===== config.mk =====
export PLATFORM = sky130hd
export DESIGN_NAME = sal_cmd_sched
export DESIGN_NICKNAME = d
export VERILOG_FILES = /design/src/rtl/sal_cmd_sched.sv
export SDC_FILE = /design/constraint.sdc
export NUM_CORES = 1
export LEC_CHECK = 0
export ABC_AREA = 1
export CAP_MARGIN = 10
export CORE_MARGIN = 5
export CORE_UTILIZATION = 47
export CTS_CLUSTER_DIAMETER = 150
export CTS_CLUSTER_SIZE = 40
export DETAILED_ROUTE_END_ITERATION = 12
export PLACE_DENSITY_LB_ADDON = 0.2
export SYNTH_ARGS = -nofsm -noshare
export SYNTH_HDL_FRONTEND = slang
export SYNTH_SLANG_ARGS = --single-unit

===== constraint.sdc =====
create_clock -name clk -period 4.85 [get_ports clk]
set_input_delay 0.97 -clock clk [delete_from_list [all_inputs] [get_ports clk]]
set_output_delay 0.97 -clock clk [all_outputs]
set_load 0.01 [all_outputs]

===== src/rtl/sal_cmd_sched.sv =====
// sal_cmd_sched: DDR2 command scheduler between the per-bank controllers and
// the shared DFI command bus. Each cycle at most one pending bank command is
// granted, subject to the inter-bank tRRD / tCCD / tWTR / tRTW constraints.
// The granted command is registered onto the DFI control signals one cycle
// after the grant.
//
// Ports:
//   clk, rst_n            clock, asynchronous active-low reset
//   req_i [BK_CNT]        per-bank command valid
//   cmd_i [2*BK_CNT]      per-bank command (00 ACT, 01 RD, 10 WR, 11 PRE)
//   addr_i[ADDR_W*BK_CNT] per-bank row / column address
//   gnt_o [BK_CNT]        one-hot grant, combinational
//   t_rrd_i, t_ccd_i, t_wtr_i, t_rtw_i, t_faw_i  static timing values
//   dfi_cs_n_o, dfi_ras_n_o, dfi_cas_n_o, dfi_we_n_o, dfi_bank_o, dfi_address_o
//
// Optional feature: define SAL_SCHED_FAW_EN to build the four-activate-window
// history; otherwise t_faw_i is ignored.
module sal_cmd_sched #(
  parameter int unsigned BK_CNT = 8,
  parameter int unsigned BA_W   = 3,
  parameter int unsigned ADDR_W = 14,
  parameter int unsigned TW     = 5
) (
  input  logic                     clk,
  input  logic                     rst_n,
  input  logic [BK_CNT-1:0]        req_i,
  input  logic [2*BK_CNT-1:0]      cmd_i,
  input  logic [ADDR_W*BK_CNT-1:0] addr_i,
  output logic [BK_CNT-1:0]        gnt_o,
  input  logic [TW-1:0]            t_rrd_i,
  input  logic [TW-1:0]            t_ccd_i,
  input  logic [TW-1:0]            t_wtr_i,
  input  logic [TW-1:0]            t_rtw_i,
  input  logic [TW-1:0]            t_faw_i,
  output logic                     dfi_cs_n_o,
  output logic                     dfi_ras_n_o,
  output logic                     dfi_cas_n_o,
  output logic                     dfi_we_n_o,
  output logic [BA_W-1:0]          dfi_bank_o,
  output logic [ADDR_W-1:0]        dfi_address_o
);

  typedef enum logic [1:0] {
    CMD_ACT = 2'b00,
    CMD_RD  = 2'b01,
    CMD_WR  = 2'b10,
    CMD_PRE = 2'b11
  } cmd_e;

  // active holds grants off until the first edge after reset release, so a
  // request held through reset is never granted while rst_n is low.
  logic              active;
  logic [BA_W-1:0]   ptr;
  logic [TW-1:0]     cnt_rrd, cnt_ccd, cnt_wtr, cnt_rtw;
  logic              faw_ok;
  logic [BK_CNT-1:0] cas_elig, oth_elig, pick_vec;
  logic              found;
  logic [BA_W-1:0]   sel, cand;
  cmd_e              sel_cmd;
  logic              issue;
  logic              issue_act;

  function automatic logic [TW-1:0] tm1(input logic [TW-1:0] t);
    return (t == '0) ? '0 : t - TW'(1);
  endfunction

  function automatic logic [TW-1:0] dec(input logic [TW-1:0] c);
    return (c == '0) ? '0 : c - TW'(1);
  endfunction

  always_comb begin
    cas_elig = '0;
    oth_elig = '0;
    for (int unsigned b = 0; b < BK_CNT; b++) begin
      case (cmd_e'(cmd_i[2*b +: 2]))
        CMD_ACT: oth_elig[b] = req_i[b] && (cnt_rrd == '0) && faw_ok;
        CMD_RD:  cas_elig[b] = req_i[b] && (cnt_ccd == '0) && (cnt_wtr == '0);
        CMD_WR:  cas_elig[b] = req_i[b] && (cnt_ccd == '0) && (cnt_rtw == '0);
        default: oth_elig[b] = req_i[b];
      endcase
    end
    // Any eligible CAS command wins over ACT/PRE; round-robin within the class.
    pick_vec = (|cas_elig) ? cas_elig : oth_elig;
    found = 1'b0;
    sel   = '0;
    cand  = '0;
    for (int unsigned i = 0; i < BK_CNT; i++) begin
      cand = ptr + BA_W'(i);
      if (!found && pick_vec[cand]) begin
        found = 1'b1;
        sel   = cand;
      end
    end
    issue     = active && found;
    sel_cmd   = cmd_e'(cmd_i[{sel, 1'b0} +: 2]);
    issue_act = issue && (sel_cmd == CMD_ACT);
    gnt_o     = '0;
    if (issue) gnt_o[sel] = 1'b1;
  end

`ifdef SAL_SCHED_FAW_EN
  localparam int unsigned CW = TW + 2;

  logic [CW-1:0] cyc;
  logic [CW-1:0] ts   [4];
  logic [CW-1:0] age  [4];
  logic [3:0]    ts_vld;
  logic [3:0]    live;

  // Entries older than half the counter range can never block (t_faw_i is
  // narrower), so retire them before the timestamp subtraction can wrap.
  always_comb begin
    for (int unsigned i = 0; i < 4; i++) begin
      age[i]  = cyc - ts[i];
      live[i] = ts_vld[i] && !age[i][CW-1];
    end
    faw_ok = !(live[3] && (age[3] < {2'b00, t_faw_i}));
  end

  always_ff @(posedge clk or negedge rst_n) begin
    if (!rst_n) begin
      cyc    <= '0;
      ts_vld <= '0;
      for (int unsigned i = 0; i < 4; i++) ts[i] <= '0;
    end else begin
      cyc <= cyc + CW'(1);
      if (issue_act) begin
        ts[0]  <= cyc;
        ts[1]  <= ts[0];
        ts[2]  <= ts[1];
        ts[3]  <= ts[2];
        ts_vld <= {live[2:0], 1'b1};
      end else begin
        ts_vld <= live;
      end
    end
  end
`else
  logic faw_unused;
  assign faw_unused = ^t_faw_i;
  assign faw_ok     = 1'b1;
`endif

  always_ff @(posedge clk or negedge rst_n) begin
    if (!rst_n) begin
      active        <= 1'b0;
      ptr           <= '0;
      cnt_rrd       <= '0;
      cnt_ccd       <= '0;
      cnt_wtr       <= '0;
      cnt_rtw       <= '0;
      dfi_cs_n_o    <= 1'b1;
      dfi_ras_n_o   <= 1'b1;
      dfi_cas_n_o   <= 1'b1;
      dfi_we_n_o    <= 1'b1;
      dfi_bank_o    <= '0;
      dfi_address_o <= '0;
    end else begin
      active  <= 1'b1;
      cnt_rrd <= issue_act ? tm1(t_rrd_i) : dec(cnt_rrd);
      cnt_ccd <= (issue && (sel_cmd == CMD_RD || sel_cmd == CMD_WR)) ? tm1(t_ccd_i) : dec(cnt_ccd);
      cnt_rtw <= (issue && sel_cmd == CMD_RD) ? tm1(t_rtw_i) : dec(cnt_rtw);
      cnt_wtr <= (issue && sel_cmd == CMD_WR) ? tm1(t_wtr_i) : dec(cnt_wtr);
      if (issue) begin
        ptr        <= sel + BA_W'(1);
        dfi_cs_n_o <= 1'b0;
        case (sel_cmd)
          CMD_ACT: {dfi_ras_n_o, dfi_cas_n_o, dfi_we_n_o} <= 3'b011;
          CMD_RD:  {dfi_ras_n_o, dfi_cas_n_o, dfi_we_n_o} <= 3'b101;
          CMD_WR:  {dfi_ras_n_o, dfi_cas_n_o, dfi_we_n_o} <= 3'b100;
          default: {dfi_ras_n_o, dfi_cas_n_o, dfi_we_n_o} <= 3'b010;
        endcase
        dfi_bank_o    <= sel;
        dfi_address_o <= addr_i[sel*ADDR_W +: ADDR_W];
      end else begin
        dfi_cs_n_o  <= 1'b1;
        dfi_ras_n_o <= 1'b1;
        dfi_cas_n_o <= 1'b1;
        dfi_we_n_o  <= 1'b1;
      end
    end
  end

endmodule

; ---- After elaboration in Yosys (flattened, before gate mapping)
; Index checks and enable logic that the tools add are counted.
; W data, S select, Z words.
[op_classes]
reduce_logical = 81
bitwise_logic = 0
n_mul = 1
n_addsub = 16
n_shift = 2
n_eq_ne = 18
muxes = 71
n_lt_le_gt_ge = 10
div = 0
[ops]
columns = cell, count
row1 = $shiftx A112 B8 Y14, 1
row2 = $mux W5, 12
row3 = $logic_and A1 B1 Y1, 45
row4 = $logic_not A5 Y1, 8
row5 = $sub A5 B1 Y5 const B, 8
row6 = $lt A3 B4 Y1 const B, 9
row7 = $pmux W1 S2, 16
row8 = $bmux W1 S3, 8
row9 = $mux W1, 24
row10 = $mux W3, 8
row11 = $reduce_or A2 Y1, 10
row12 = $eq A2 B1 Y1 const B, 9
row13 = $eq A2 B2 Y1 const B, 9
row14 = $logic_not A2 Y1, 9
row15 = $mux W8, 2
row16 = $shiftx A16 B5 Y2, 1
row17 = $add A3 B3 Y3 const B, 4
row18 = $reduce_or A8 Y1, 1
row19 = $logic_not A1 Y1, 7
row20 = $add A3 B1 Y3 const B, 2
row21 = $add A3 B2 Y3 const B, 2
row22 = $mul A3 B3 Y6 const B, 1
row23 = $demux W1 S3, 1
row24 = $ge A3 B1 Y1 const B, 1
row25 = $logic_or A1 B1 Y1, 1
[word_totals]
output_inout_bits = 29
latch_bits = 0
mem_count = 0
inputBits = 163
romBits = 0
regBits = 45
ramBits = 0

; ---- Depth between registers and ports, before layout
; Gate-level depths: netlist (run 1).
[logic_depth]
ltp_word = 35
ltp_mapped = 36
depth_no_buf = 34

; ---- Least setup slack after synthesis (run 1)
; OpenSTA, ideal clock, no wires.
[synth_path]
kind = input -> output
startpoint = input cmd_i[2]
endpoint = output gnt_o[0]
n_path_buf = 2
cell_stages = 25
arrival_time_ns = 3.418
setup_slack_ns = 0.462
path_cell_list = inv_1 -> ha_1 -> nand2_1 -> nor2_1 -> nand3_1 -> nand2_2 -> nor2_4 -> nand3_2 -> nand3_1 -> nand3_2 -> nand2_2 -> nand2_2 -> nand2_2 -> nor2_2 -> nand3_1 -> nand2_1 -> nor2_1 -> nand2_1 -> nand2_2 -> nand2_2 -> buf_6 -> buf_6 -> nor2_2 -> inv_2 -> nor3_2
[synth_between]
elab_chain_len = 33
word_cells_on_any_way = 61
classes_between = order compare (2) / eq/ne (2) / mux (38) / reduce/logical (19)
[synth_rtl]
columns = element, line_no
row1 = "start, declared", 27  ; input logic [2*BK_CNT-1:0] cmd_i,
row2 = $eq A2 B2 Y1 / $eq A2 B1 Y1 (equally long branches), 75  ; case (cmd_e'(cmd_i[2*b +: 2]))
row3 = $pmux W1 S2 / $reduce_or A2 Y1 (equally long branches), --
row4 = $reduce_or A8 Y1 / $pmux W1 S2 (equally long branches), "83, 75"
row5 = $mux W8 (*), 83  ; pick_vec = (|cas_elig) ? cas_elig : oth_elig;
row6 = $bmux W1 S3, 89  ; if (!found && pick_vec[cand]) begin
row7 = $mux W1 (not written as such), 89
row8 = $mux W1, 89
row9 = $logic_not A1 Y1, 89
row10 = [17 not listed], --
row11 = $logic_not A1 Y1, 89
row12 = $logic_and A1 B1 Y1, 89
row13 = $mux W3, 89
row14 = $lt A3 B4 Y1 (not written as such) / $ge A3 B1 Y1 (equally long branches), 98  ; if (issue) gnt_o[sel] = 1'b1;
row15 = $logic_and A1 B1 Y1 (not written as such), 98
row16 = $mux W1 (not written as such), 98
row17 = $demux W1 S3, 98
row18 = $mux W8 (*), 98
row19 = "end, declared", 29  ; output logic [BK_CNT-1:0] gnt_o,
; Mark *: on every way between the ends. The rest lies on a longest branch, timed or not. The select of a mux whose other input is x is not followed.

; ---- Worst setup path in the final report (run 1)
[layout_path]
startpoint = input cmd_i[12]
endpoint = output gnt_o[4]
; The elaborated chain is that of the path after synthesis.

==> results of run 1 <==
==> cells in the mapped netlist, types with 2 or more instances <==
cell,count,area (um2)
dfstp_2,4,105
o21ai_0,20,100
clkbuf_1,5,18.8
ha_1,41,513
inv_2,3,11.3
nor2_1,41,154
inv_1,114,428
nor3_1,6,30.0
o2111ai_1,3,26.3
nor3_2,2,20.0
buf_6,5,56.3
nor2_2,8,50.1
xnor2_1,11,96.3
or2_2,4,25.0
o21ai_1,4,20.0
o22ai_1,4,25.0
nand2_1,325,1220
nand3_1,165,826
buf_4,6,45.0
nand3b_1,9,67.6
dfrtp_1,41,1030
a21boi_0,4,30.0
a31oi_1,2,12.5
nor2_4,6,67.6
nand3_2,12,120
buf_2,23,115
o31ai_1,5,37.5
nand4_1,9,56.3
nand2_4,2,22.5
nand2_2,10,62.6
xor2_1,10,87.6
==> metal layers <==
metal | wire [um] | global-route usage
met1 | 8620 | 0.326
met2 | 11400 | 0.477
met3 | 2110 | 0.0564
met4 | 1210 | 0.0710
met5 | 0 | 0
==> through the flow <==
stage,instance area (um2),hold WS [ps]
2_1_floorplan,5590,516
3_3_place_gp,8010,471
3_5_place_dp,8010,480
4_1_cts,8620,502
5_1_grt,9190,525
6_report,9190,497
==> repair_timing <==
item | CTS | global route
gates resized for setup | 139 | 137
setup buffers | 22 | 15
hold buffers | 0 | 0
pin swaps | 53 | 64
setup endpoints to repair | 31 | 31
==> kinds of logic after synthesis <==
group	after synthesis
buf+inv	158
simple gates	603
xor+xnor	21
other cells	1
flops	45
fa+ha+maj	41
compound gates	47
==> final cells by class <==
type | count | area, um2
inverters | 119 | 452
well taps | 143 | 179
clock inverters | 3 | 68.8
flip-flops and latches | 45 | 1130
fillers | 792 | 2380
clock buffers | 5 | 125
repair buffers | 304 | 2750
multi-input cells | 713 | 4480
==> flip-flops by register name (all words and copies together) (netlist names) <==
| name | flops |
|---|---|
| dfi_address_o | 14 |
| cnt_ccd | 5 |
| cnt_rrd | 5 |
| cnt_rtw | 5 |
| cnt_wtr | 5 |
| dfi_bank_o | 3 |
| ptr | 3 |
| active | 1 |
| dfi_cas_n_o | 1 |
| dfi_cs_n_o | 1 |
| dfi_ras_n_o | 1 |
| dfi_we_n_o | 1 |
==> worst max-delay path: cells and delay by family <==
| family | cells | cell delay, ps |
|---|---|---|
| adder cells (fa/ha/maj) | 1 | 260 |
| buffers and inverters | 7 | 860 |
| AND/OR/NAND/NOR | 18 | 1980 |
==> worst paths after layout <==
path / endpoint / startpoint / cells after the start / slack [ps]
worst min register to register: dfi_bank_o[1]$_DFFE_PN0P_ / dfi_bank_o[1]$_DFFE_PN0P_ / 2 / 500
worst max register to register: cnt_rtw[2]$_DFF_PN0_ / cnt_ccd[0]$_DFF_PN0_ / 36 / -70
worst min-delay path: dfi_bank_o[1]$_DFFE_PN0P_ / dfi_bank_o[1]$_DFFE_PN0P_ / 2 / 500
min in group asynchronous: cnt_ccd[2]$_DFF_PN0_ / rst_n / 1 / 860
max in group asynchronous: ptr[0]$_DFFE_PN0P_ / rst_n / 1 / 3300
worst max-delay path: gnt_o[4] / cmd_i[12] / 26 / -190
==> metrics.md, run 1 <==
| Metric | Value |
|---|---|
| Max Clk Rate | `around 0.2 GHz` |
| Complex-gate fraction of the synthesized area | `0.0539` |
| Layout cell share with drive strength beyond 1 | `0.270` |
| Die W | `about 120 um` |
| Synth warnings | `0` |
| Synth Area in Adders | `0.0917` |
| Root Buffer | `clkbuf_16` |
| Initial DRC Count | `approximately 800` |
| Fin cells | `between 1k and 1.5k` |
| Multiplexer share of the synthesized area | `0` |
| GRT Util Overall | `0.267` |
| Main synth FF type | `dfrtp_1` |
| Setup TNS | `-1650 ps` |
| Kind of critical path | `in2out` |
| Total gr overflow | `0` |
| Synth Register Bits | `45` |
| Final hold violations | `0` |
| Post-synth EDFFs | `0` |
| Inserted Diodes | `0` |
| Layout Nets | `1,392` |
| Most frequent cells in the layout | `301 x nand2_1, 153 x clkdlybuf4s50_1, 121 x nand3_1, 111 x buf_4, 97 x inv_1` |
| Routed WL | `approximately 23 mm` |
| Initial antenna violation count | `0` |
| DRT antenna net count | `0` |
| Global-route wire length before repair | `~31 mm` |
| Post-Synth Simple-Gate Area | `0.496` |
| Clk_lat worst skew | `~290 ps` |
| Setup WS pre-CTS | `-791 ps` |
| Layout area overhead | `64.2%` |
| Clk_skew | `between 6 and 7 ps` |
| DIE AREA | `approximately 14,000 um2` |
| Clock-pin slew on the worst setup and hold paths | `about 70 ps` |
| Rel. slew slack | `0.313` |
| Mapped Avg Cell Area | `6.11 um2` |
| Vias in the first global route | `around 6.4k` |
| RSZ-0062 raised after global routing | `yes` |
| Yosys cell types | `43` |
| PnR worst setup slack | `-194 ps` |
| Crit path max fanout | `8` |
| Finished Core Util | `0.794` |
| Synth Instances | `916` |
| HPWL after detailed placement | `about 14 mm` |
| Final Max Tran Viols | `0` |
| Placer Congestion | `around 0.94` |
| Crit path capture type | `output port` |
| CTS tree | `done` |
| Largest net degree at the start of global routing | `58` |
| DR WL/cell | `between 15 and 20 um` |
| Detailed Routing Iterations Pass 1 | `7` |
| Post-route DRC | `0` |
| Largest family of logic cells by synthesized area | `simple AND/OR/NAND/NOR gates` |
| Min-delay worst type | `reg2reg` |
| Fraction of registers with async set/reset | `1.00` |
| CTS Sinks | `45` |
| Max cap viols | `0` |
| Die Y | `approximately 120 um` |
| Crit path launch type | `primary input` |
| Worst path most repeated cell | `nand2_1` |
| Core region area | `11,600 um2` |
| H-tree depth | `2` |
| Placed Instances | `1,288` |
| I/O pins | `192` |
| PortBufs | `around 190` |
| Post-Syn Nets | `around 1.1k` |
| Status | `complete, but fails checks` |
| Final setup violation count | `20` |
| WP data required | `a little under 4000 ps` |
| Most common cell after layout, fill and taps aside | `nand2_1` |
| Via Count | `7,328` |
| Crit path time final | `about 5000 ps` |
| Failing checks | `negative setup slack` |
| Slew @ Worst Pin | `around 1000 ps` |
| CP max stage cell | `ha_4` |
| Period utilization | `1.04` |
| Starting Density | `0.484` |
| Synthesized cell area | `roughly 5600 um2` |
| Cell row count | `39` |
| TritonCTS Buffers | `5` |
| Critical path arrival | `4070 ps` |
| Maximum root-to-sink buffer count | `2` |
| Worst path max stage delay | `~260 ps` |
| Xor/xnor cell area share of the yosys netlist | `0.0329` |
| Detail-routed via count per cell | `5.50` |
| Sequential share of the synthesized area | `0.202` |
Power of run 1 is left out: the tool's default activity adds up to more than one toggle a clock period on the data nets, which glitch-free logic cannot reach.
==> run 2: changes to the inputs <==
--- a/config.mk
+++ b/config.mk
@@ -6,9 +6,9 @@
 export NUM_CORES = 1
 export LEC_CHECK = 0
 export ABC_AREA = 1
-export CAP_MARGIN = 10
+export CAP_MARGIN = 40
 export CORE_MARGIN = 5
-export CORE_UTILIZATION = 47
+export CORE_UTILIZATION = 28
 export CTS_CLUSTER_DIAMETER = 150
 export CTS_CLUSTER_SIZE = 40
 export DETAILED_ROUTE_END_ITERATION = 12
==> metrics.md, run 2 (same netlist as run 1, synthesis figures left out) <==
| Metric | Value |
|---|---|
| WHS | `493 ps (-3.62 ps)` |
| GRT Util Overall | `0.179 (-0.0882)` |
| Root Buffer | `clkbuf_16` |
| Core region area | `19,600 um2 (+69%)` |
| Crit path launch type | `primary input` |
| Clock-pin slew on the worst setup and hold paths | `70 ps (about the same)` |
| Initial antenna violation count | `0 (unchanged)` |
| Die Y | `151 um (+27%)` |
| Layout area overhead | `66.0%` |
| Final hold violations | `0 (unchanged)` |
| WP data required | `3880 ps (about the same)` |
| Clk_lat worst skew | `300 ps (about the same)` |
| Detailed Routing Iterations Pass 1 | `5 (-2)` |
| Cell row count | `51 (+31%)` |
| Total gr overflow | `0 (unchanged)` |
| DR WL/cell | `14.6 um (-16%)` |
| Min-delay worst type | `reg2reg` |
| Layout Nets | `1,394 (+0.14%)` |
| Detail-routed via count per cell | `4.61 (-16%)` |
| Routed WL | `21.3 mm (-8.6%)` |
| CTS tree | `done` |
| Worst path cell trace | `buf_4, buf_6, ha_2, inv_1, nand2_1, nand3_2, nand2_2, nor2_4, buf_6, nand3_4, nand3_4, nand3_4, nand3_4, nand2_4, nand3_1, nor2_1, nor2_1, nand2_1, nor2_2, and2_4, nand3_4, buf_12, nor3_4, buf_2` |
| Die W | `151 um (+27%)` |
| I/O pins | `192 (unchanged)` |
| Cell Area, Placed | `8260 um2 (+3.1%)` |
| Most frequent cells in the layout | `302 x nand2_1, 153 x clkdlybuf4s50_1, 124 x nand3_1, 110 x buf_4, 97 x inv_1` |
| Maximum root-to-sink buffer count | `2 (unchanged)` |
| DRT antenna net count | `0 (unchanged)` |
| Status | `finished, final reports clean` |
| Critical path arrival | `3810 ps (-260 ps)` |
| Final Max Tran Viols | `0 (unchanged)` |
| Rel. slew slack | `0.582 (+0.269)` |
| Starting Density | `0.285 (-0.198)` |
| CTS Sinks | `45 (unchanged)` |
| CP max stage cell | `nor3_4` |
| Layout cell share with drive strength beyond 1 | `0.270 (-0.000453)` |
| Largest net degree at the start of global routing | `58 (unchanged)` |
| Design area | `9290 um2 (+1.1%)` |
| Kind of critical path | `in2out` |
| PortBufs | `186 (unchanged)` |
| Crit path max-delay family | `simple AND/OR/NAND/NOR gates` |
| Max reg flops | `14 (unchanged)` |
| Max Clk Rate | `0.209 GHz (+5.5%)` |
| Post-route DRC | `0 (unchanged)` |
| Multi-input gate area | `4450 um2 (-0.59%)` |
| Most common cell after layout, fill and taps aside | `nand2_1` |
| CTS Hold Bufs | `0 (unchanged)` |
| Max cap viols | `0 (unchanged)` |
| Slew @ Worst Pin | `627 ps (-403 ps)` |
| Vias in the first global route | `6,640 (+3.7%)` |
| Initial DRC Count | `291 (-63%)` |
| Final setup violation count | `0 (-100%)` |
| TritonCTS Buffers | `5 (unchanged)` |
| H-tree depth | `2 (unchanged)` |
| Clk_skew | `4.85 ps (-1.54 ps)` |
| Crit path capture type | `output port` |
| Inserted Diodes | `0 (unchanged)` |
| Via Count | `6,706 (-8.5%)` |
| Largest register by flop count | `dfi_address_o` |
| Worst path most repeated cell | `nand3_4` |
| RSZ-0062 raised after global routing | `yes` |
| Placer Congestion | `0.846 (-10%)` |
| Crit path buffers/inverters | `6 (-1)` |
| Period utilization | `0.986 (-0.0539)` |
| Worst path max stage delay | `220 ps (-40 ps)` |
| Crit path max fanout | `5 (-3)` |
| DIE AREA | `22,900 um2 (+61%)` |
| Layout fillers | `1,988 (+150%)` |
| Crit path time final | `4780 ps (-261 ps)` |
| Setup TNS | `0 ps (+1650 ps)` |
| Global-route wire length before repair | `32.6 mm (+4.2%)` |
| HPWL after detailed placement | `16.0 mm (+10%)` |
| Register Area | `1130 um2 (-0.11%)` |
==> run 2: cell types whose count changed in the layout (fill, tap and decap cells not counted), moves of 3 or more <==
cell	before	now
nand3_4	26	17
nand3_1	121	124
o31ai_1	2	5
nor2_1	31	28
nand3_2	30	36
o31ai_2	3	0
buf_6	7	11
nand2_8	1	4
nand2_2	26	23
==> run 2: path summary, 6_finish.rpt <==
| kind | start | endpoint | slack [ps] | cells past startpoint |
|---|---|---|---|---|
| min in group asynchronous | rst_n | dfi_address_o[10]$_DFFE_PN0P_ | 760 | 2 |
| max in group asynchronous | rst_n | cnt_ccd[3]$_DFF_PN0_ | 3660 | 2 |
| hold reg to reg | dfi_address_o[12]$_DFFE_PN0P_ | dfi_address_o[12]$_DFFE_PN0P_ | 490 | 2 |
| setup reg to reg | cnt_wtr[1]$_DFF_PN0_ | cnt_ccd[4]$_DFF_PN0_ | 350 | 33 |
| setup / recovery | cmd_i[5] | gnt_o[4] | 70 | 24 |
| hold / removal | dfi_address_o[12]$_DFFE_PN0P_ | dfi_address_o[12]$_DFFE_PN0P_ | 490 | 2 |
==> run 2: what timing repair did <==
action                     in CTS  in global routing
setup endpoints to repair      31                 31
pin swaps                      62                 64
gates resized for setup       144                125
buffers inserted               19                  8
==> run 2: area by class of cell <==
class,instances,share of cell area
multi-input combinational,713,0.480
timing repair buffer,306,0.296
sequential,45,0.122
inverter,119,0.0489
tap,265,0.0357
clock buffer,5,0.0135
clock inverter,3,0.00472
==> run 2: stage by stage <==
step	utilization	setup WS (ps)	cells
floorplan	-	462	916
finish	0.474	67.0	1456
global route	0.474	-83.2	1456
global placement	0.421	-783	1422
detailed placement	0.421	-826	1422
CTS	0.455	3.54	1449
==> run 2: tightest hold or removal path: cells and delay by family, from the launching register on <==
| family | cells | cell delay, ps |
|---|---|---|
| simple gates | 2 | 120 |
| flops | 1 | 340 |
==> run 2: per-layer routing <==
layer,GRT usage,wire [um],vias up
met4,0.0462,312,0
met3,0.0572,1810,18
met5,0,0,-
met1,0.209,8640,3033
met2,0.315,10500,201
li1,-,-,3454
Power of run 2 is left out for the same reason.
==> run 3: changes to the inputs <==
--- a/config.mk
+++ b/config.mk
@@ -9,6 +9,7 @@
 export CAP_MARGIN = 40
 export CORE_MARGIN = 5
 export CORE_UTILIZATION = 28
+export CTS_BUF_LIST = sky130_fd_sc_hd__clkbuf_8
 export CTS_CLUSTER_DIAMETER = 150
 export CTS_CLUSTER_SIZE = 40
 export DETAILED_ROUTE_END_ITERATION = 12
==> constraint.sdc (replaced) <==
create_clock -name clk -period 5.3 [get_ports clk]
set_input_delay 1.06 -clock clk [delete_from_list [all_inputs] [get_ports clk]]
set_output_delay 1.06 -clock clk [all_outputs]
set_load 0.01 [all_outputs]
==> metrics.md, run 3 (same netlist as run 1, synthesis figures left out) <==
| Metric | Value |
|---|---|
| Status | `finished, final reports clean` |
| Worst path max stage delay | `290 ps (+70 ps)` |
| H-tree depth | `2 (unchanged)` |
| Layout Nets | `1,369 (-1.8%)` |
| Crit path launch type | `primary input` |
| Routed WL | `20.2 mm (-5.3%)` |
| Layout fillers | `2,093 (+5.3%)` |
| Die Y | `151 um (unchanged)` |
| CP max stage cell | `ha_1` |
| Root Buffer | `clkbuf_8` |
| Via Count | `6,444 (-3.9%)` |
| HPWL after detailed placement | `15.7 mm (-1.8%)` |
| Post-route DRC | `0 (unchanged)` |
| Detailed Routing Iterations Pass 1 | `4 (-1)` |
| Final setup violation count | `0 (unchanged)` |
| TritonCTS Buffers | `5 (unchanged)` |
| Crit path time final | `~5100 ps` |
| Final hold violations | `0 (unchanged)` |
| Clock-pin slew on the worst setup and hold paths | `90 ps (+20 ps)` |
| Placer Congestion | `0.841 (-0.63%)` |
| Cell Area, Placed | `8180 um2 (-0.91%)` |
| Min-delay worst type | `reg2reg` |
| I/O pins | `192 (unchanged)` |
| Critical path arrival | `4030 ps (+220 ps)` |
| Final Max Tran Viols | `0 (unchanged)` |
| Layout cell share with drive strength beyond 1 | `0.206 (-0.0637)` |
| CTS tree | `done` |
| Largest net degree at the start of global routing | `58 (unchanged)` |
| Layout area overhead | `56.2%` |
| DIE AREA | `22,900 um2 (unchanged)` |
| Clk_lat worst skew | `330 ps (+30 ps)` |
| Initial DRC Count | `233 (-20%)` |
| WP data required | `4240 ps (+360 ps)` |
| Fin cells | `1,431 (-1.7%)` |
| Most common cell after layout, fill and taps aside | `nand2_1` |
| Kind of critical path | `in2out` |
| Global-route wire length before repair | `31.9 mm (-2.3%)` |
| Max Clk Rate | `0.197 GHz` |
| Period utilization | `0.960` |
| Worst path most repeated cell | `nand3_2` |
| Core region area | `19,600 um2 (unchanged)` |
| CTS Hold Bufs | `0 (unchanged)` |
| Largest register by flop count | `dfi_address_o` |
| Clk_skew | `20.4 ps (+15.6 ps)` |
| Starting Density | `0.285 (unchanged)` |
| Total gr overflow | `0 (unchanged)` |
| Worst path cell trace | `clkdlybuf4s15_1, inv_1, ha_1, nand2_1, nor2_2, nand3_2, nand2_2, nor2_4, nand3_2, nand3_2, nand3_2, nand3_1, nand2_2, buf_4, a21oi_2, nand2_1, nor2_1, nand2_1, nand2_2, nand2_4, nor2_4, inv_2, nor3_4, buf_2` |
| DRT antenna net count | `0 (unchanged)` |
| Detail-routed via count per cell | `4.50 (-2.2%)` |
| Die W | `151 um (unchanged)` |
| Maximum root-to-sink buffer count | `2 (unchanged)` |
| PortBufs | `186 (unchanged)` |
| DR WL/cell | `14.1 um (-3.6%)` |
| Rel. slew slack | `0.575 (-0.00706)` |
| GRT Util Overall | `0.175 (-0.00383)` |
| Inserted Diodes | `0 (unchanged)` |
| Placed Instances | `1,412 (-0.70%)` |
| CTS Sinks | `45 (unchanged)` |
| Max cap viols | `0 (unchanged)` |
| Slew @ Worst Pin | `638 ps (+10.6 ps)` |
| Max reg flops | `14 (unchanged)` |
| Cell row count | `51 (unchanged)` |
| Vias in the first global route | `6,260 (-5.7%)` |
| Most frequent cells in the layout | `312 x nand2_1, 161 x clkdlybuf4s50_1, 128 x nand3_1, 105 x inv_1, 93 x buf_4` |
| Crit path max fanout | `8 (+3)` |
| Crit path capture type | `output port` |
| Design area | `8730 um2 (-5.9%)` |
| Initial antenna violation count | `0 (unchanged)` |
-- run 3: area by class of cell --
| type | count | area, um2 | share of cell area |
|---|---|---|---|
| Sequential cell | 45 | 1130 | 0.130 |
| Clock buffer | 5 | 68.8 | 0.00788 |
| Clock inverter | 3 | 47.5 | 0.00544 |
| Multi-Input combinational cell | 713 | 4110 | 0.471 |
| Inverter | 119 | 449 | 0.0514 |
| Timing Repair Buffer | 281 | 2590 | 0.297 |
| Tap cell | 265 | 332 | 0.0380 |
-- run 3: metrics by stage --
step	TNS, ps	hold WS, ps	setup WS, ps	util
floorplan	0	516	732	-
global placement	-7680	466	-529	0.418
detailed placement	-7160	469	-525	0.418
CTS	-27.1	495	-15.4	0.436
global route	-53.6	513	-24.7	0.446
finish	0	491	212	0.446
-- run 3: metal layers --
layer  track usage  up-vias  routed length, um
met4        0.0367        0                239
met5             0        -                  0
li1              -     3406                  -
met3        0.0589       12               1700
met1         0.211     2867               8610
met2         0.303      159               9630
-- run 3: path summary, 6_finish.rpt --
kind / from / to / slack [ps] / cells past startpoint
min in group asynchronous: rst_n / dfi_address_o[6]$_DFFE_PN0P_ / 830 / 2
worst max register to register: cnt_wtr[0]$_DFF_PN0_ / cnt_rtw[3]$_DFF_PN0_ / 610 / 31
max in group asynchronous: rst_n / cnt_ccd[3]$_DFF_PN0_ / 4040 / 2
worst min register to register: dfi_bank_o[2]$_DFFE_PN0P_ / dfi_bank_o[2]$_DFFE_PN0P_ / 490 / 2
worst min-delay path: dfi_bank_o[2]$_DFFE_PN0P_ / dfi_bank_o[2]$_DFFE_PN0P_ / 490 / 2
worst max-delay path: cmd_i[4] / gnt_o[4] / 210 / 24
-- run 3: worst max-delay path, delay by kind of cell --
family                   cells  cell delay, ps
AND/OR/NAND/NOR             17            1840
buffers and inverters        5             690
adder cells (fa/ha/maj)      1             290
AO/OA/AOI/OAI                1             150
-- run 3: timing repair --
item	in CTS	in global routing
gates resized for setup	77	56
cloned	0	0
pin swaps	20	49
setup buffers	5	6
setup endpoints to repair	8	31
Power of run 3 is left out for the same reason.
==> RTL edit 1 (config.mk and constraints of run 2) <==
The option `SAL_SCHED_FAW_EN` is turned on by a define.
--- a/src/rtl/sal_cmd_sched.sv
+++ b/src/rtl/sal_cmd_sched.sv
@@ -15,6 +15,8 @@
 //
 // Optional feature: define SAL_SCHED_FAW_EN to build the four-activate-window
 // history; otherwise t_faw_i is ignored.
+`define SAL_SCHED_FAW_EN
+
 module sal_cmd_sched #(
   parameter int unsigned BK_CNT = 8,
   parameter int unsigned BA_W   = 3,
Function: same outputs for any inputs over 4 cycles, from zero or initial values and one cycle with rst_n low; that may be too few to reach the edited logic, so the function may still have changed.
==> RTL edit 1 against run 2 <==
- non-clock buffer count rose by 18
- utilization fell by 1.9 points
- setup slack got worse by 490 ps
- area after synthesis rose by 33%
- final area rose by 28%
- first-iteration DRC count rose by 22%
- routed wire length rose by 22%
- the run now ends with negative setup slack left
- critical endpoint is now gnt_o[7]
- sequential cell count rose by 39
Power is left out: the tool's default activity adds up to more than one toggle a clock period on the data nets, which glitch-free logic cannot reach.
==> RTL edit 1: results (changes against run 2) <==
Status
The run finished, with violations left. The checks that failed: negative setup slack.

Routing
The met2 wire length came to 13700 um (+30%). The routed length on met1 came to 10400 um (+20%). The detailed-routed wire length on met3 is 1460 um (-19%). The per-cell routed wire length came to 14.6 um (about the same).

The number of DRC markers in iteration 0 is 354 (+22%). The number of vias per cell was 4.62 (+0.37%).

Global route
The pin count of the biggest net entering global routing was 48 (-17%). The wire length of the first global-routing pass is 40500 um (+24%). The met3 capacity usage during global routing is 4.56% (-1.2 points). The via count of the first global-routing pass is 8102 (+22%). The met1 usage is 18.3% (-2.6 points). The initial antenna violation count was 3 (+3).

The overall global routing resource usage was 16.6% (-1.3 points).

STA
The total setup violations reported at the end of the flow is 61 (+61). The setup slack of the critical path after layout is -422 ps (-489 ps). The maximum clock skew at final layout is 14.2 ps (+9.36 ps). The actual slew at the worst max-slew pin is 631 ps (+3.86 ps).

Finish
The final-layout non-clock buffer area share is 25.4% (-4.1 points). The total number of multi-input combinational cells was 881 (+24%). The total of plain and repair buffers excluding clock buffers is 324 (+5.9%).

The number of clock buffers in the layout is 9 (+4). The area occupied by multi-input gates is 5490 um^2 (+23%). The number of nets in the final layout is 1661 (+19%).

The inverter count is 133 (+12%). The largest register by flop count is ts. The share of final layout cell area taken by clock buffers and inverters was 2.68% (+0.86 points). In the final layout, the registers with the most flip-flops are ts x28, dfi_address_o x14, cyc x7. The fraction of layout instances using a drive strength above 1 is 24.8% (-2.1 points). The final-layout fill cell count was 2703 (+36%). The number of diodes added for antenna fixing came to 3 (+3).

Synth
Ranked by total cell area, the synthesized netlist is headed by sky130_fd_sc_hd__dfrtp_1 (27%), sky130_fd_sc_hd__nand2_1 (20%), sky130_fd_sc_hd__ha_1 (11%), sky130_fd_sc_hd__nand3_1 (8.9%), sky130_fd_sc_hd__inv_1 (6.1%). The sequential element share of the synthesized area is 28.3% (+8.0 points). Sorting the synthesized cells by how often they occur yields sky130_fd_sc_hd__nand2_1 (406), sky130_fd_sc_hd__nand3_1 (132), sky130_fd_sc_hd__inv_1 (121). The post-synth net total is 1364 (+22%). The count of unique library cells instantiated by Yosys is 41 (-4.7%).

Critical path
The register-to-register path setup slack was -230 ps (-580 ps). The worst-path cell with the longest stage delay is sky130_fd_sc_hd__dfrtp_1. The worst-case reg-to-reg path depth is 40 (+21%). The biggest cell delay along the critical path is 390 ps (+170 ps). The endpoint of the most critical register-to-register path is ts_vld[1]. The critical path arrival came to 4300 ps (+490 ps). The startpoint identified for the worst register-to-register timing path is cyc[0]. The largest driver fanout on the critical path is 8 (+3).

Placement
The final weighted congestion in routability-driven placement is 0.855 (+0.97%). The detailed-placement wirelength estimate is 19700 um (+23%). The number of buffers added on ports came to 191 (+2.7%).

Clock network
The count of H-tree levels built during CTS is 3 (+1). The number of clock sinks was 84 (+87%). The insertion delay of the later-clocked pin in the worst-skew pair is 360 ps (+60 ps).

Hold path
The number of cells on the worst hold path is 2 (unchanged). For hold timing, the worst endpoint is ts_vld[0]. The critical hold path startpoint is ts_vld[0].
## RTL edit 1: changes by cell type in the layout (fill, tap and decap cells not counted), sizes merged, moves of 23 or more
cell / delta
dfrtp: +39
ha: +23
nor2: +62
nand2: +75
nand3: -41
## RTL edit 1: logic make-up (layout without fill, tap and decap cells)
kind of cell / count (synthesis) / in the layout / synth area share (%)
simple gates: 694 / 694 / 39.9
buf+inv: 171 / 473 / 10.0
compound gates: 86 / 86 / 6.63
flops: 84 / 84 / 28.3
fa+ha+maj: 65 / 65 / 11.0
xor+xnor: 35 / 35 / 4.11
other cells: 1 / 4 / 0.0503
## RTL edit 1: metrics by stage
step | cells | cell area [um^2] | hold slack [ps] | TNS (ps) | setup WS (ps)
detailed placement | 1730 | 10400 | 470 | -49670 | -876
global route | 1776 | 11900 | 513 | -29370 | -671
finish | 1776 | 11900 | 480 | -11480 | -422
global placement | 1730 | 10400 | 467 | -46720 | -838
CTS | 1762 | 11200 | 486 | -15590 | -446
floorplan | 1136 | 7460 | 444 | 0 | 76.9
## RTL edit 1: how the worst max path moves through the flow
stage	slack (ps)	startpoint	cells past startpoint	endpoint
floorplan	80	cyc[0]	30	gnt_o[6]
global placement	-840	t_faw_i[2]	34	ts[6]
detailed placement	-880	t_faw_i[2]	34	ts[6]
CTS	-450	cyc[0]	31	gnt_o[7]
global route	-670	cyc[0]	31	gnt_o[5]
finish	-420	cyc[0]	30	gnt_o[7]
## RTL edit 1: worst min-delay path, delay by kind of cell, from the launching register on
kind | cells | cell delay (ps)
DFF | 1 | 320
and+or+nand+nor | 2 | 130
## RTL edit 1: timing repair
action	CTS	global route
cloned	1	0
endpoints found under the setup margin	63	77
pin swaps	59	66
gates resized for setup	118	158
buffers inserted	15	12
hold endpoints to repair	0	0
==> RTL edit 2 (config.mk and constraints of run 2) <==
Without the edit above. `BA_W`: 3 -> 6.
--- a/src/rtl/sal_cmd_sched.sv
+++ b/src/rtl/sal_cmd_sched.sv
@@ -17,7 +17,7 @@
 // history; otherwise t_faw_i is ignored.
 module sal_cmd_sched #(
   parameter int unsigned BK_CNT = 8,
-  parameter int unsigned BA_W   = 3,
+  parameter int unsigned BA_W   = 6,
   parameter int unsigned ADDR_W = 14,
   parameter int unsigned TW     = 5
 ) (
Ports: changed (resized dfi_bank_o); port bits go from 192 to 195. The function was not compared with the original's and may differ.
==> RTL edit 2 against run 2 <==
- the run now ends with negative setup slack left
- setup slack got worse by 69 ps
- final area rose by 15%
- sequential cell count rose by 6
- area after synthesis rose by 9.4%
- die area rose by 8.7%
- clock skew rose by 4.5 ps
- first-iteration DRC count rose by 39%
- routed wire length rose by 16%
- largest cell class unchanged
Power is not shown: default switching activity piles up to over one toggle a cycle in this logic, so the estimate is an artifact.
==> RTL edit 2: results (changes against run 2) <==
Global route
The via count of the first global-routing pass is 7259 (+9.3%). The overall global routing resource usage is 18.4% (+0.49 points). The met3 capacity usage during global routing is 5.17% (-0.55 points).

Finish
The number of clock buffers in the layout is 7 (+2). The total of plain and repair buffers excluding clock buffers is 329 (+7.5%). The number of diodes added for antenna fixing is 1 (+1). The share of cell area taken by flip-flops and latches is 12.0% (-0.13 points). The final-layout fill cell count is 2148 (+8.0%).

Placement
The final weighted congestion in routability-driven placement is 0.913 (+7.9%). The number of buffers added on ports is 189 (+1.6%). The detailed-placement wirelength estimate is 18200 um (+14%).

STA
The final-layout setup total negative slack is -1.97 ps (-1.97 ps). The setup slack of the critical path after layout is -1.97 ps (-69.0 ps). The total setup violations reported at the end of the flow is 1 (+1). The actual slew at the worst max-slew pin is 744 ps (+116 ps).

Routing
The highest metal layer with signal wires is met5. The routed via count is 7526 (+12%). The met2 wire length was 12800 um (+21%).

Critical path
The critical path arrival came to 3880 ps (+70 ps). The endpoint of the most critical register-to-register path is cnt_ccd[3].

Status
The run finished, with violations left. The final reports fail on negative setup slack.

Synth
By area the synthesized netlist is led by sky130_fd_sc_hd__nand2_1 (24%), sky130_fd_sc_hd__dfrtp_1 (19%), sky130_fd_sc_hd__nand3_1 (12%), sky130_fd_sc_hd__ha_1 (10%), sky130_fd_sc_hd__inv_1 (5.6%). The sequential element share of the synthesized area is 20.9% (+0.73 points).

Hold path
The critical hold path startpoint is dfi_address_o[3]. The worst-case hold path end point is dfi_address_o[3].
-- RTL edit 2: cell types whose count changed after synthesis, sizes merged, moves of 6 or more --
cell    delta
ha         +8
nor2      +18
o21ai     +17
nand3b     -9
o22ai     +12
xor2       +6
a21oi     +12
inv       -20
xnor2      +6
dfrtp      +6
buf        -7
nand2     +62
nand3     -27
-- RTL edit 2: metrics by stage --
| stage | hold WS [ps] | cells | instance area (um^2) | util, % | worst slack [ps] |
|---|---|---|---|---|---|
| floorplan | 459 | 1001 | 6120 | - | 361 |
| global placement | 463 | 1530 | 8860 | 40.8 | -887 |
| detailed placement | 465 | 1530 | 8860 | 40.8 | -892 |
| CTS | 485 | 1554 | 9640 | 44.5 | -80.2 |
| global route | 502 | 1583 | 10600 | 49.1 | -164 |
| finish | 478 | 1584 | 10600 | 49.1 | -1.97 |
-- RTL edit 2: repair_timing --
item                                    in CTS  in global routing
setup buffers                               16                 29
cloned                                       0                  2
gates resized for setup                    178                248
pin swaps                                   42                104
endpoints found under the setup margin      29                 29
